File: src/rtl/cache_fill_fsm.sv
// rtl/cache_fill_fsm.sv - miss-handling block fill controller for the 2-way data cache
module cache_fill_fsm #(
    parameter int BLOCK_WORDS = 8,
    parameter int ADDR_W      = 16
) (
    input  logic              clk,
    input  logic              rst,
    input  logic              miss_detected,
    input  logic [ADDR_W-1:0] miss_address,
    input  logic              memory_data_valid,
    input  logic [15:0]       memory_data,
    output logic              fsm_busy,
    output logic              mem_read,
    output logic [ADDR_W-1:0] memory_address,
    output logic              write_data_array,
    output logic [ADDR_W-1:0] fill_addr,
    output logic [15:0]       fill_data,
    output logic              write_tag_array
);

    typedef enum logic [1:0] {
        IDLE = 2'd0,
        FILL = 2'd1,
        TAG  = 2'd2
    } state_t;

    localparam logic [3:0] LAST_WORD = 4'(BLOCK_WORDS - 1);
    localparam logic [3:0] NUM_WORDS = 4'(BLOCK_WORDS);

    state_t              state;
    logic [ADDR_W-5:0]   base;
    logic [3:0]          req_cnt;
    logic [3:0]          rcv_cnt;

    // Word offset within the block is rebuilt from the counters, so the low
    // nibble of the miss address is intentionally dropped.
    logic unused_miss_low;
    assign unused_miss_low = &{1'b0, miss_address[3:0]};

    logic req_open;
    logic rcv_take;
    assign req_open = (req_cnt < NUM_WORDS);
    assign rcv_take = memory_data_valid && (rcv_cnt < NUM_WORDS);

    // State, block base and request/receive counters.
    always_ff @(posedge clk) begin
        if (!rst) begin
            state   <= IDLE;
            base    <= '0;
            req_cnt <= '0;
            rcv_cnt <= '0;
        end else begin
            case (state)
                IDLE: begin
                    if (miss_detected) begin
                        base    <= miss_address[ADDR_W-1:4];
                        req_cnt <= '0;
                        rcv_cnt <= '0;
                        state   <= FILL;
                    end
                end
                FILL: begin
                    if (req_open) begin
                        req_cnt <= req_cnt + 4'd1;
                    end
                    if (rcv_take) begin
                        rcv_cnt <= rcv_cnt + 4'd1;
                        if (rcv_cnt == LAST_WORD) begin
                            state <= TAG;
                        end
                    end
                end
                TAG: begin
                    state <= IDLE;
                end
                default: begin
                    state <= IDLE;
                end
            endcase
        end
    end

    // Output decode from registered state; busy in IDLE follows the miss
    // so the pipeline stalls in the same cycle the miss is reported.
    always_comb begin
        fsm_busy         = 1'b0;
        mem_read         = 1'b0;
        memory_address   = '0;
        write_data_array = 1'b0;
        fill_addr        = '0;
        fill_data        = '0;
        write_tag_array  = 1'b0;
        case (state)
            IDLE: begin
                fsm_busy = miss_detected;
            end
            FILL: begin
                fsm_busy = 1'b1;
                if (req_open) begin
                    mem_read       = 1'b1;
                    memory_address = {base, req_cnt[2:0], 1'b0};
                end
                if (rcv_take) begin
                    write_data_array = 1'b1;
                    fill_addr        = {base, rcv_cnt[2:0], 1'b0};
                    fill_data        = memory_data;
                end
            end
            TAG: begin
                fsm_busy        = 1'b1;
                write_tag_array = 1'b1;
                fill_addr       = {base, 4'b0000};
            end
            default: begin
                fsm_busy = 1'b0;
            end
        endcase
    end

endmodule

File: config.mk
export PLATFORM = sky130hd
export DESIGN_NAME = cache_fill_fsm
export DESIGN_NICKNAME = d
export VERILOG_FILES = /design/src/rtl/cache_fill_fsm.sv
export SDC_FILE = /design/constraint.sdc
export NUM_CORES = 1
export LEC_CHECK = 0
export ABC_AREA = 1
export CORE_MARGIN = 2
export CORE_UTILIZATION = 37
export CTS_CLUSTER_DIAMETER = 50
export CTS_CLUSTER_SIZE = 12
export DETAILED_ROUTE_END_ITERATION = 12
export GPL_ROUTABILITY_DRIVEN = 0
export PLACE_DENSITY = 0.8
export SETUP_SLACK_MARGIN = 0.15
export SLEW_MARGIN = 15
export SYNTH_ARGS = -nofsm -noshare
export SYNTH_HDL_FRONTEND = slang
export SYNTH_SLANG_ARGS = --single-unit
File: constraint.sdc
create_clock -name clk -period 2.29 [get_ports clk]
set_input_delay 0.5725 -clock clk [delete_from_list [all_inputs] [get_ports clk]]
set_output_delay 0.5725 -clock clk [all_outputs]
set_load 0.02 [all_outputs]
==> impl_metrics.csv <==
group,metric,value,unit
drt,dr.pass1.iters,4,
clocking,h-tree-depth,1,
drt,drtAntennaViolNets,0,
worst_hold_path,worstHoldStart,"base[5]",
worst_setup_path,slowest_delay,0.39,ns
final_layout,mostFrequentLayoutCells,"nor2_1, inv_1, clkdlybuf4s50_1",
place,io_buffers,81,
sta,hold_violations,0,
sta,tns,0,ns
clocking,cts_tree,"built",
worst_setup_path,worstPathCellList,"inv_1 -> ha_1 -> inv_2 -> buf_12 -> nor3_1 -> buf_2",
worst_setup_path,r2r-start,"state[1]",
drt,first_iter_violations,116,
logic_synthesis,synth_top_family_by_area,"simple AND/OR/NAND/NOR gates",
grt,grt_overflow,0,
sta,timing.fmax,468,MHz
die,fp-row-count,22,
logic_synthesis,netlist_instances,225,
grt,grt_pass1_vias,1542,
sta,period_needed,2.14,ns
logic_synthesis,postSynthAreaPerCell,6.51,sq um
logic_synthesis,synth_cell_types,23,
logic_synthesis,synth_area,1460,sq um
final_layout,syn2layout_area_growth,61.0,%
logic_synthesis,synth_seq_area_share,30.1,%
worst_setup_path,critical_path_buf_inv_count,4,
sta,hold_ws,0.489,ns
final_layout,final_nets,363,
die,die_area,4480,sq um
die,io_pins,88,
drt,avgRoutedWirePerCell,11.8,microns
drt,drt-total-wl,4320,microns
worst_setup_path,r2r_cells,9,
worst_hold_path,holdPathStages,2,
final_layout,mostFrequentLayoutCell,"nor2_1",
drt,vias_per_cell,4.56,
logic_synthesis,synth_fa_ha_area_share,6.84,%
place,dp_slack,-0.530,ns
sta,grt_setup_unrepaired,"true",
grt,grtUsageTotal,20.0,%
worst_setup_path,critical_path_class,"flip-flop to output pin",
logic_synthesis,synth_top_cell_by_area,"dfxtp_1",
drt,drcViolationCount,0,
clocking,cts_hold_repair.buffers,0,
logic_synthesis,synthMuxAreaShare,0,%
worst_setup_path,reg2reg_slack,0.81,ns
drt,via_count,1669,
place,dp_hpwl,3310,microns
sta,slew_viol_final,0,
logic_synthesis,synth_top_area_share,30.1,%
sta,setup_ws,0.153,ns
worst_setup_path,crit_fanout,12,
logic_synthesis,synth-seq-cells,22,
power,leakage,1.16,nW
sta,clock_skew,0.00168,ns
clocking,postCtsSetupBuffers,0,
logic_synthesis,synth-simple-area-share,32.1,%
worst_setup_path,reg2reg_to,"rcv_cnt[1]",
final_layout,fillers,367,
clocking,cts_buffers,3,
logic_synthesis,synth_xor_area_share,0,%
grt,antenna_found_initial,0,
sta,finalCritPeriodShare,93.3,%
logic_synthesis,synth_compound_area_share,14.2,%
clocking,clock_path_buffers,2,
clocking,clk_latency,0.26,ns
worst_setup_path,endpoint_kind,"output pin",
worst_hold_path,holdPathEnd,"base[5]",
sta,finalSetupViolations,0,
status,status,"complete, no violations",
die,dieWidth,66.9,microns
grt,grt_pass1_wl,6910,microns
power,power,2.61,mW
die,design.core.area,3740,sq um
final_layout,diodes,0,
worst_hold_path,hold_path.class,"flip-flop to flip-flop",
die,start_util,39.1,%
job,maxCapViolCount,0,
worst_setup_path,crit_slowest_cell,"dfxtp_4",
clocking,cts_sinks,22,
worst_setup_path,path_delay_family,"buffers and inverters",
final_layout,drive_gt1_share,33.3,%
worst_setup_path,arrival,1.56,ns
power,vdd_drop_max,1.08,mV
logic_synthesis,synth_area_leaders,"dfxtp_1, nor2_1, inv_1, a21oi_1, ha_1",
worst_setup_path,crit_required,1.72,ns
worst_setup_path,worstSetupStartpointType,"flip-flop",
clocking,clockRootBuffer,"clkbuf_8",
die,die_y,66.9,microns
logic_synthesis,yosys_warnings,0,
grt,grt_max_degree,26,
power,p_per_area,1110,nW/um^2
clocking,clk_pin_slew,0.08,ns
[synthesized netlist by cell type (all sizes together)]
cell type and instances:
inv 47, nor2 45, nand2 31, a21oi 22, dfxtp 22, o21ai 18, nor3 14, buf 9
ha 8, nand3 5, clkbuf 2, conb 1, nand4 1
[worst max path at each step]
stage / start / endpoint / slack [ns] / depth (start not counted)
2_1_floorplan: state[0] / fill_addr[3] / 0.17 / 5
3_3_place_gp: memory_data_valid / fill_addr[8] / -0.50 / 8
3_5_place_dp: memory_data_valid / fill_addr[9] / -0.53 / 8
4_1_cts: state[1] / memory_address[6] / 0.09 / 6
5_1_grt: state[0] / fill_addr[8] / 0.09 / 6
6_report: state[0] / fill_addr[9] / 0.15 / 6
[per-layer routing]
metal	global-route usage [%]	up-vias	part of all wire, %
li1	-	868	-
met1	21.3	750	39
met2	38.4	43	51
met3	5.41	8	7.4
met4	4.85	0	1.9
met5	0	-	0
[worst reg2reg max path, stage by stage, from the launching register on]
cell and delay (ns):
dfxtp_1 0.32, inv_2 0.09, buf_4 0.12, ha_1 0.22
inv_2 0.10, nand2_1 0.12, nand2_2 0.08, nor2_4 0.15
nand3_1 0.09, a21oi_1 0.12
[power breakdown]
part / switching [mW] / internal, mW / leakage (nW) / total, mW
sequential: 0.0516 / 0.479 / 0.181 / 0.530
clock: 0.128 / 0.233 / 0.0357 / 0.361
combinational: 1.07 / 0.650 / 0.944 / 1.72
[registers in the layout (all words and copies together) (netlist names)]
name / flops
state: 2
base: 12
rcv_cnt: 4
req_cnt: 4
[per-stage QoR]
step           instances  util [%]  cell area [sq um]
3_5_place_dp         361      64.4               2410
6_report             366      63.0               2360
2_1_floorplan        226         -               1470
3_3_place_gp         361      64.4               2410
5_1_grt              366      63.0               2360
4_1_cts              365      63.0               2360
[cells by family (layout without fill, tap and decap cells)]
family          count (synthesis)  count (layout)
compound gates                 40              40
other cells                     1               2
buf+inv                        58             150
simple gates                   96              96
fa+ha+maj                       8               8
flops                          22              22
[final cells by class]
type / count / area [sq um] / area share (%)
inverters: 47 / 184 / 7.80
flip-flops and latches: 22 / 444 / 18.8
clock buffers: 3 / 41.3 / 1.75
repair buffers: 98 / 777 / 33.0
clock inverters: 1 / 30.0 / 1.27
multi-input cells: 146 / 812 / 34.4
repair inverters: 1 / 8.76 / 0.372
well taps: 48 / 60.1 / 2.55
[timing repair]
action | 4_1_cts | 5_1_grt
cloned | 0 | 1
resized for setup | 184 | 41
pin swaps | 0 | 0
setup endpoints to repair | 50 | 41
(Power assumes the default switching activity.)
